--- src/rtl/reram_wb_pkg.sv ---
// Shared types and helpers for the ReRAM Wishbone bank controller.
// Latency: n/a (types, constants and pure functions only).
// Backpressure: n/a.
//
// Contents: FSM state enum, default parameter values, address decode
// into {in_range, bank, row}, and the byte-enable merge used on writes.
package reram_wb_pkg;

  typedef enum logic [1:0] {
    IDLE = 2'd0,
    BUSY = 2'd1,
    DONE = 2'd2
  } state_t;

  localparam int          DEF_NUM_BANKS      = 4;
  localparam int          DEF_WORDS_PER_BANK = 32;
  localparam logic [31:0] DEF_BASE_ADDR      = 32'h3000_0000;
  localparam int          DEF_READ_LAT       = 2;
  localparam int          DEF_WRITE_LAT      = 4;

  // Fields are sized for the largest legal configuration (16 banks);
  // the controller slices off the bits it actually needs.
  typedef struct packed {
    logic        in_range;
    logic [3:0]  bank;
    logic [29:0] row;
  } dec_t;

  // The base is aligned to the window, so "in range" is simply "offset has
  // no bits set above the window". An address below the base wraps to a
  // large offset and is rejected by the same test.
  function automatic dec_t decode_adr(input logic [31:0] adr,
                                      input logic [31:0] base,
                                      input int          bank_bits,
                                      input int          row_bits);
    dec_t        d;
    logic [31:0] off;
    logic [31:0] win_mask;
    logic [29:0] word;
    off        = adr - base;
    win_mask   = ~((32'd1 << (bank_bits + row_bits + 2)) - 32'd1);
    word       = off[31:2];
    d.in_range = ((off & win_mask) == 32'd0);
    d.row      = word & ((30'd1 << row_bits) - 30'd1);
    d.bank     = 4'((word >> row_bits) & ((30'd1 << bank_bits) - 30'd1));
    return d;
  endfunction

  function automatic logic [31:0] byte_merge(input logic [31:0] old_w,
                                             input logic [31:0] new_w,
                                             input logic [3:0]  sel);
    logic [31:0] res;
    for (int i = 0; i < 4; i++) begin
      res[8*i +: 8] = sel[i] ? new_w[8*i +: 8] : old_w[8*i +: 8];
    end
    return res;
  endfunction

endpackage

--- src/rtl/reram_bank_array.sv ---
// One behavioural ReRAM bank: WORDS x 32-bit, byte-enable write, async read.
// Latency: write lands on the clock edge where we=1; read is combinational.
// Backpressure: none; the controller owns all sequencing.
//
// Ports: clk, we (write strobe), sel (byte enables), row (word index),
//        wdat (write data), rdat (read data at row).
// Storage has no reset: contents survive controller reset (non-volatile).
module reram_bank_array
  import reram_wb_pkg::*;
#(
  parameter int WORDS = DEF_WORDS_PER_BANK,
  parameter int ROW_W = $clog2(DEF_WORDS_PER_BANK)
) (
  input  logic             clk,
  input  logic             we,
  input  logic [3:0]       sel,
  input  logic [ROW_W-1:0] row,
  input  logic [31:0]      wdat,
  output logic [31:0]      rdat
);

  logic [31:0] mem [WORDS];

  always_ff @(posedge clk) begin
    if (we) begin
      mem[row] <= byte_merge(mem[row], wdat, sel);
    end
  end

  assign rdat = mem[row];

endmodule

--- src/rtl/reram_wb_bank_ctrl.sv ---
// Wishbone slave fronting NUM_BANKS ReRAM banks with range check and abort.
// Latency: response pulse LAT+1 cycles after the request is sampled (LAT = READ_LAT/WRITE_LAT).
// Backpressure: one request at a time; stb is ignored until the FSM returns to IDLE.
//
// Ports: wb_clk_i/wb_rst_i (sync active-high reset), wbs_stb_i/cyc_i/we_i/
//        sel_i/dat_i/adr_i (request), wbs_ack_o/err_o (one-cycle responses),
//        wbs_dat_o (last read data, held until the next read completes).
// Build option: define RERAM_WB_ERR_EN to answer out-of-range accesses with
// wbs_err_o; otherwise they are acked, writes dropped, and reads return 0.
module reram_wb_bank_ctrl
  import reram_wb_pkg::*;
#(
  parameter int          NUM_BANKS      = DEF_NUM_BANKS,
  parameter int          WORDS_PER_BANK = DEF_WORDS_PER_BANK,
  parameter logic [31:0] BASE_ADDR      = DEF_BASE_ADDR,
  parameter int          READ_LAT       = DEF_READ_LAT,
  parameter int          WRITE_LAT      = DEF_WRITE_LAT
) (
  input  logic        wb_clk_i,
  input  logic        wb_rst_i,
  input  logic        wbs_stb_i,
  input  logic        wbs_cyc_i,
  input  logic        wbs_we_i,
  input  logic [3:0]  wbs_sel_i,
  input  logic [31:0] wbs_dat_i,
  input  logic [31:0] wbs_adr_i,
  output logic        wbs_ack_o,
  output logic        wbs_err_o,
  output logic [31:0] wbs_dat_o
);

  localparam int BANK_BITS = $clog2(NUM_BANKS);
  localparam int BANK_W    = (BANK_BITS > 0) ? BANK_BITS : 1;
  localparam int ROW_W     = $clog2(WORDS_PER_BANK);
  localparam int MAX_LAT   = (READ_LAT > WRITE_LAT) ? READ_LAT : WRITE_LAT;
  localparam int CNT_W     = (MAX_LAT > 1) ? $clog2(MAX_LAT) : 1;

  state_t             state_q, state_d;
  logic [CNT_W-1:0]   cnt_q, cnt_d;
  logic               req_ld;
  logic               resp_go;

  logic               we_q;
  logic [3:0]         sel_q;
  logic [31:0]        wdat_q;
  logic [BANK_W-1:0]  bank_q;
  logic [ROW_W-1:0]   row_q;
  logic               inr_q;

  logic               ack_q, ack_d;
  logic               err_d;
  logic [31:0]        rdat_q;
  logic               rd_load;
  logic [31:0]        rd_next;

  dec_t               dec;
  logic [31:0]        bank_rdat [NUM_BANKS];
  logic [31:0]        rd_word;

  assign dec = decode_adr(wbs_adr_i, BASE_ADDR, BANK_BITS, ROW_W);

  // Only the low bank/row bits matter for this configuration.
  logic unused_dec;
  assign unused_dec = ^{dec.bank, dec.row};

  // ---------------- FSM: state register ----------------
  always_ff @(posedge wb_clk_i) begin
    if (wb_rst_i) begin
      state_q <= IDLE;
      cnt_q   <= '0;
    end else begin
      state_q <= state_d;
      cnt_q   <= cnt_d;
    end
  end

  // ---------------- FSM: next state / control ----------------
  // Abort (cyc low) takes priority over the counter reaching zero, so a
  // master that drops cyc in the last BUSY cycle still gets no response.
  always_comb begin
    state_d = state_q;
    cnt_d   = cnt_q;
    req_ld  = 1'b0;
    resp_go = 1'b0;
    case (state_q)
      IDLE: begin
        if (wbs_stb_i && wbs_cyc_i) begin
          req_ld  = 1'b1;
          state_d = BUSY;
          cnt_d   = wbs_we_i ? CNT_W'(WRITE_LAT - 1) : CNT_W'(READ_LAT - 1);
        end
      end
      BUSY: begin
        if (!wbs_cyc_i) begin
          state_d = IDLE;
        end else if (cnt_q == '0) begin
          state_d = DONE;
          resp_go = 1'b1;
        end else begin
          cnt_d = cnt_q - 1'b1;
        end
      end
      DONE:    state_d = IDLE;
      default: state_d = IDLE;
    endcase
  end

  // ---------------- response selection ----------------
  always_comb begin
    ack_d   = 1'b0;
    err_d   = 1'b0;
    rd_load = 1'b0;
    rd_next = rd_word;
`ifdef RERAM_WB_ERR_EN
    ack_d   = resp_go && inr_q;
    err_d   = resp_go && !inr_q;
    rd_load = resp_go && !we_q && inr_q;
`else
    ack_d   = resp_go;
    rd_load = resp_go && !we_q;
    rd_next = inr_q ? rd_word : 32'h0;
`endif
  end

  // ---------------- request latch and registered outputs ----------------
  always_ff @(posedge wb_clk_i) begin
    if (wb_rst_i) begin
      we_q   <= 1'b0;
      sel_q  <= '0;
      wdat_q <= '0;
      bank_q <= '0;
      row_q  <= '0;
      inr_q  <= 1'b0;
      ack_q  <= 1'b0;
      rdat_q <= '0;
    end else begin
      ack_q <= ack_d;
      if (req_ld) begin
        we_q   <= wbs_we_i;
        sel_q  <= wbs_sel_i;
        wdat_q <= wbs_dat_i;
        bank_q <= dec.bank[BANK_W-1:0];
        row_q  <= dec.row[ROW_W-1:0];
        inr_q  <= dec.in_range;
      end
      if (rd_load) begin
        rdat_q <= rd_next;
      end
    end
  end

`ifdef RERAM_WB_ERR_EN
  logic err_q;
  always_ff @(posedge wb_clk_i) begin
    if (wb_rst_i) err_q <= 1'b0;
    else          err_q <= err_d;
  end
  assign wbs_err_o = err_q;
`else
  logic unused_err;
  assign unused_err = err_d;
  assign wbs_err_o  = 1'b0;
`endif

  assign wbs_ack_o = ack_q;
  assign wbs_dat_o = rdat_q;

  // ---------------- banks ----------------
  // The write is committed at the edge that ends DONE, so the ack the master
  // sees coincides with the cycle the data becomes visible to the next read.
  for (genvar b = 0; b < NUM_BANKS; b++) begin : g_bank
    logic bank_we;
    assign bank_we = (state_q == DONE) && we_q && inr_q && (bank_q == BANK_W'(b));
    reram_bank_array #(
      .WORDS (WORDS_PER_BANK),
      .ROW_W (ROW_W)
    ) u_bank (
      .clk  (wb_clk_i),
      .we   (bank_we),
      .sel  (sel_q),
      .row  (row_q),
      .wdat (wdat_q),
      .rdat (bank_rdat[b])
    );
  end

  assign rd_word = bank_rdat[bank_q];

endmodule

--- config.mk ---
export PLATFORM = sky130hd
export DESIGN_NAME = reram_wb_bank_ctrl
export DESIGN_NICKNAME = d
export VERILOG_FILES = /design/src/rtl/reram_wb_pkg.sv /design/src/rtl/reram_bank_array.sv /design/src/rtl/reram_wb_bank_ctrl.sv
export SDC_FILE = /design/constraint.sdc
export NUM_CORES = 2
export LEC_CHECK = 0
export CORE_MARGIN = 2
export CORE_UTILIZATION = 40
export CTS_BUF_LIST = sky130_fd_sc_hd__clkbuf_4 sky130_fd_sc_hd__clkbuf_8
export CTS_CLUSTER_DIAMETER = 40
export DETAILED_ROUTE_END_ITERATION = 8
export GPL_TIMING_DRIVEN = 0
export MAX_ROUTING_LAYER = met4
export PLACE_DENSITY = 0.58
export SLEW_MARGIN = 20
export SYNTH_ARGS = -nofsm -noshare
export SYNTH_HDL_FRONTEND = slang
export SYNTH_HIERARCHICAL = 1
export SYNTH_SLANG_ARGS = --single-unit
--- constraint.sdc ---
create_clock -name wb_clk_i -period 4.32 [get_ports wb_clk_i]
set_clock_uncertainty 0.15 [all_clocks]
set_input_delay 0.864 -clock wb_clk_i [delete_from_list [all_inputs] [get_ports wb_clk_i]]
set_output_delay 0.864 -clock wb_clk_i [all_outputs]
set_load 0.03 [all_outputs]
# After elaboration in Yosys (flattened, before gate mapping)
# Memory sizes are Yosys's and may differ from the RTL's. A register that Yosys moved wholly into a read port is not among the register bits.
# Index checks and enable logic that the tools add are counted.
[totals]
ff_bits = 82
mem_bits_rw = 4096
out_inout_bits = 34
mem_count = 4
[memory_table]
columns = ["memory", "words", "word_bits", "rd", "rd_clocked_by_memory_dff", "wr", "line", "rtl"]
rows = [
  ["g_bank[0].u_bank.mem", 32, 32, 1, 1, 1, "reram_bank_array.sv:22", "logic [31:0] mem [WORDS];"],
  ["g_bank[1].u_bank.mem", 32, 32, 1, 1, 1, "reram_bank_array.sv:22", ""],
  ["g_bank[2].u_bank.mem", 32, 32, 1, 1, 1, "reram_bank_array.sv:22", ""],
  ["g_bank[3].u_bank.mem", 32, 32, 1, 1, 1, "reram_bank_array.sv:22", ""],
]
[op_classes]
n_addsub = 2
order_cmp = 1
eq_ne = 9
mux = 50
bitwise = 1
reduce_logical = 16
[op_table]
columns = ["op", "n"]
rows = [
  ["$mux W8", 16],
  ["$mux W32", 3],
  ["$bmux W32 S2", 1],
  ["$mux W5", 8],
  ["$logic_not A32 Y1", 1],
  ["$sub A32 B30 Y32 const B", 1],
  ["$mux W2", 7],
  ["$mux W1", 13],
  ["$logic_and A1 B1 Y1", 8],
  ["$pmux W2 S2", 2],
  ["$eq A2 B2 Y1 const B", 3],
  ["$logic_not A2 Y1", 3],
  ["$ne A2 B2 Y1 const B", 3],
  ["$eq A2 B1 Y1 const B", 2],
  ["$reduce_and A4 Y1", 1],
  ["$ge A3 B3 Y1 const B", 1],
  ["$ne A3 B3 Y1 const B", 1],
  ["$not A2 Y3", 1],
  ["$reduce_and A2 Y1", 1],
  ["$reduce_bool A2 Y1", 1],
  ["$sub A2 B1 Y2 const B", 1],
  ["$logic_not A1 Y1", 1],
]

# Longest topological paths before layout
[depth]
ltp_word = 6
depth_mapped = 10
depth_no_buf = 6

# Hierarchy
# Netlist, hierarchy kept.
[modules_own_cells]
columns = ["mod", "n_inst", "cells_per_inst", "area_per_inst_um2", "seq_area_each_um2"]
rows = [
  ["reram_bank_array (g_bank[1].u_bank ...)", 3, 2147, 39578.0, 30749.5],
  ["reram_bank_array (g_bank[0].u_bank)", 1, 2147, 39544.2, 30749.5],
  ["reram_wb_bank_ctrl", 1, 358, 3649.8, 1641.6],
]

# Worst setup path after synthesis
# OpenSTA, ideal clock, no wires.
[synth_timing]
kind = "register to register"
start = "reg bank_q[0]"
end = "mem g_bank[1].u_bank.mem[24][0] (enable)"
arrival_time_ns = 4.154
t_required_ns = 3.709
path_slack_ns = -0.445
stages_incl_launch_ff = 7
synth_period_minus_slack_ns = 4.765
path_cell_list = "dfxtp_1 > buf_2 > buf_1 > nor3b_1 > or3b_2 > clkbuf_1 > nor3_1"
[synth_via]
elab_chain_len = 4
[synth_rtl]
columns = ["item", "line", "rtl"]
rows = [
  ["start: declaration", "reram_wb_bank_ctrl.sv:46", "logic [BANK_W-1:0] bank_q;"],
  ["start signal: assignment", "reram_wb_bank_ctrl.sv:142", "bank_q <= dec.bank[BANK_W-1:0];"],
  ["$eq A2 B1 Y1", "reram_wb_bank_ctrl.sv:173", "assign bank_we = (state_q == DONE) && we_q && inr_q && (bank_q == BANK_W'(b));"],
  ["$logic_and A1 B1 Y1", "reram_wb_bank_ctrl.sv:173", ""],
  ["net g_bank[1].bank_we", "reram_wb_bank_ctrl.sv:172", "logic bank_we;"],
  ["$mux W1", "reram_bank_array.sv:25", "if (we) begin"],
  ["$mux W1 (not written as such)", "reram_bank_array.sv:26", "mem[row] <= byte_merge(mem[row], wdat, sel);"],
  ["end: declaration", "reram_bank_array.sv:22", ""],
]
# The timed path passes the listed nets, and every way through them passes these cells.

==> results.py <==
metrics = {
    "worst_setup_path": {
        "cp-end-kind": "register",
        "cp.required_ns": 5.26,
        "arrival_ns": 5.36,
        "r2r_slack_ns": -0.09,
        "rr_startpoint": "row_q[2]",
        "crit_start": "row_q[2]",
        "path_max_fanout": 37,
        "start_kind": "register",
        "crit_type": "reg2reg",
    },
    "cts": {
        "cts_tree": "done",
        "cts_buffer_depth": 4,
        "path_clk_slew_ns": 0.06,
        "cts_buffers": 675,
        "insertion_delay_ns": 1.26,
        "clkSinkCount": 4178,
        "root_buffer": "clkbuf_8",
        "htree_levels": 6,
    },
    "floorplanning": {
        "die_w_um": 640.3,
        "num_rows": 233,
        "start_util": 0.4019,
        "core-area_sq_um": 402900,
        "die_y_um": 640.3,
        "ioPinCount": 107,
        "die-area_sq_um": 409900,
    },
    "power": {
        "p_per_area_nw_per_um2": 440.9,
        "switching_share": 0.2338,
        "ir_drop_mv": 0.3236,
        "internal_power_mw": 65.61,
        "switchingPower_mw": 20.02,
        "p_leak_nw": 59.53,
        "sequentialPowerShare": 0.539,
        "clock_power_share": 0.390,
        "power_frac_comb": 0.071,
    },
    "sta": {
        "fmax_mhz": 226.5,
        "period_share": 1.022,
        "setup_viol": 23,
        "tightest_slew_ns": 1.274,
        "holdWs_ns": 0.1316,
        "setup_slack_ns": -0.09458,
        "maxSlewViolCount": 0,
        "min_period_ns": 4.415,
        "max_slew_margin": 0.1493,
        "final_hold_viol_count": 0,
    },
    "status": {
        "violations": "setup timing",
        "status": "complete, but fails checks",
    },
    "yosys": {
        "synth_cells": 8946,
        "synth-edff-count": 4096,
        "yosysTopAreaCellShare": 0.7596,
        "ys_top_cells_by_area": "edfxtp_1 (76%), mux2i_1 (13%), o22ai_1 (3.5%)",
        "synthFlopType": "edfxtp_1",
        "ys_ff_latch": 4178,
        "synth_warnings": 6,
        "synth.distinct_cells": 44,
        "synth_top_area_cell": "edfxtp_1",
        "synthesis.area_sq_um": 161900,
        "synthesis.nets": 9021,
        "synthArstFlopShare": 0,
        "syn_avg_cell_area_sq_um": 18.10,
        "ys_seq_area_frac": 0.7697,
    },
    "routing": {
        "vias": 93280,
        "drt-initial-drc-count": 10960,
        "ant_nets": 0,
        "post_drt_wl_per_cell_um": 32.29,
        "vias_per_cell": 5.809,
        "firstDrtPassIters": 6,
        "wl_um": 518600,
        "drc_errors": 0,
    },
    "flow_run": {
        "drv_cap": 0,
    },
    "grt": {
        "grt_max_degree": 38,
        "grt_overflow": 0,
        "antenna_found_initial": 52,
        "grt_util_all_layers": 0.2540,
        "grt_pass1_wl_um": 706200,
        "grt_pass1_vias": 91540,
    },
    "layout": {
        "area_delta_synth_final_pct": 19.94,
        "layout.cells.non_filler": 16060,
        "final_nets": 10150,
        "drive_gt1_frac": 0.2363,
    },
    "place": {
        "hpwl_um": 361100,
        "dpl.cell_count": 14790,
        "portBuffers": 102,
        "globalplace.congestion": 0.8765,
    },
    "min_path": {
        "hold_start": "wbs_dat_i[10]",
        "worst_hold_path_type": "in2reg",
    },
}
-- routing by layer --
layer | global-route usage | share of wire
met1 | 0.3087 | 0.37
met2 | 0.3988 | 0.47
met3 | 0.04863 | 0.090
met4 | 0.1445 | 0.063
met5 | - | 0
-- final cells by class --
| class | instances | area, sq um |
|---|---|---|
| repair buffers | 461 | 8070 |
| well taps | 5405 | 6763 |
| plain buffers | 546 | 2990 |
| flip-flops and latches | 4178 | 124700 |
| clock buffers | 921 | 11270 |
| inverters | 21 | 78.83 |
| multi-input cells | 4195 | 38420 |
| fillers | 33340 | 208700 |
| diodes | 58 | 145.1 |
| clock inverters | 273 | 1794 |
-- cell usage after synthesis (7+ instances only) --
cell type	count
buf_1	7
nand3b_1	17
mux4_2	32
a22o_1	32
a31oi_1	129
o22ai_2	121
a21oi_1	44
inv_1	21
buf_2	334
nor4_1	260
buf_4	16
o22ai_1	903
edfxtp_1	4096
dfxtp_1	82
nand4b_1	17
nand4bb_1	24
clkbuf_1	151
nor3_1	20
nor2_1	251
buf_6	41
or4b_1	13
nand2_1	227
or3b_2	12
mux2i_1	2050
nand3_1	8
-- critical path: stages (launching register included) --
cell and delay (ns):
dfxtp_4 0.78, buf_6 0.23, nand4bb_1 0.55, buf_2 0.53, o22ai_1 0.17, nor4_2 0.59, nand2_2 0.43, mux4_2 0.58
a22o_1 0.19
-- per-stage QoR --
| stage | power [mW] | setup TNS, ns | utilization | cell area (sq um) | setup WS (ns) |
|---|---|---|---|---|---|
| 5_1_grt | 88.06 | -0.06453 | 0.4820 | 194200 | -0.04054 |
| 3_5_place_dp | 52.88 | -1269.93 | 0.4447 | 179200 | -1.309 |
| 3_3_place_gp | 52.11 | - | 0.4214 | 169800 | -5.506 |
| 6_report | 85.63 | -0.9645 | 0.4820 | 194200 | -0.09458 |
| 4_1_cts | 86.00 | -0.01038 | 0.4809 | 193800 | -0.01038 |
| 2_1_floorplan | 49.74 | 0 | - | 162000 | 0.04730 |
-- power groups by stage --
| stage | logic [mW] | registers (mW) | clock network, mW |
|---|---|---|---|
| 3_5_place_dp | 5.87 | 47.0 | 0 |
| 2_1_floorplan | 2.79 | 47.0 | 0 |
| 4_1_cts | 6.00 | 46.2 | 33.8 |
| 5_1_grt | 6.34 | 46.1 | 35.6 |
| 6_report | 6.08 | 46.2 | 33.4 |
| 3_3_place_gp | 4.87 | 47.2 | 0 |
-- what timing repair did --
action	in CTS	in global routing
hold buffers	14	0
hold endpoints to repair	14	0
endpoints found under the setup margin	5148	388
setup buffers	5	8
pin swaps	6	4
resized for setup	281	59
-- cell families after synthesis --
family | after synthesis | share of synthesized area
flip-flops | 4178 | 0.7697
multiplexers | 2083 | 0.1312
AO/OA/AOI/OAI | 1230 | 0.05236
AND/OR/NAND/NOR | 878 | 0.02829
buffers and inverters | 573 | 0.01816
adder cells (fa/ha/maj) | 2 | 0.0001545
other | 1 | 0.00002316
XOR/XNOR | 1 | 0.00005410
-- state kept, by name, indices dropped and copies added (netlist names), 2 cells and up --
| signal | flops |
|---|---|
| wdat_q | 32 |
| state_q | 2 |
| wbs_dat_o | 32 |
| row_q | 5 |
| cnt_q | 2 |
| g_bank.u_bank/mem | 4096 |
| bank_q | 2 |
| sel_q | 4 |
-- path summary, 6_finish.rpt --
check	to	cells after the start
hold / removal	wdat_q[10]	3
hold reg to reg	wbs_dat_o[22]	1
setup / recovery	wbs_dat_o[8]	8
setup reg to reg	wbs_dat_o[8]	8
-- layout by cell type, fill, tap and decap left out, drive strengths merged, types with 20 or more instances in the layout --
cell type,Yosys,routed
mux4,32,32
nor3,20,20
nand4bb,24,24
clkinv,0,214
a22o,32,32
a21oi,44,44
diode,0,58
a31oi,129,129
nand2,227,227
inv,21,46
nor4,260,260
edfxtp,4096,4096
o22ai,1024,1024
mux2i,2050,2050
clkbuf,154,1075
buf,398,736
dfxtp,82,82
clkdlybuf4s50,0,102
nor2,251,251
No activity file was read; power rests on OpenSTA's default activity.
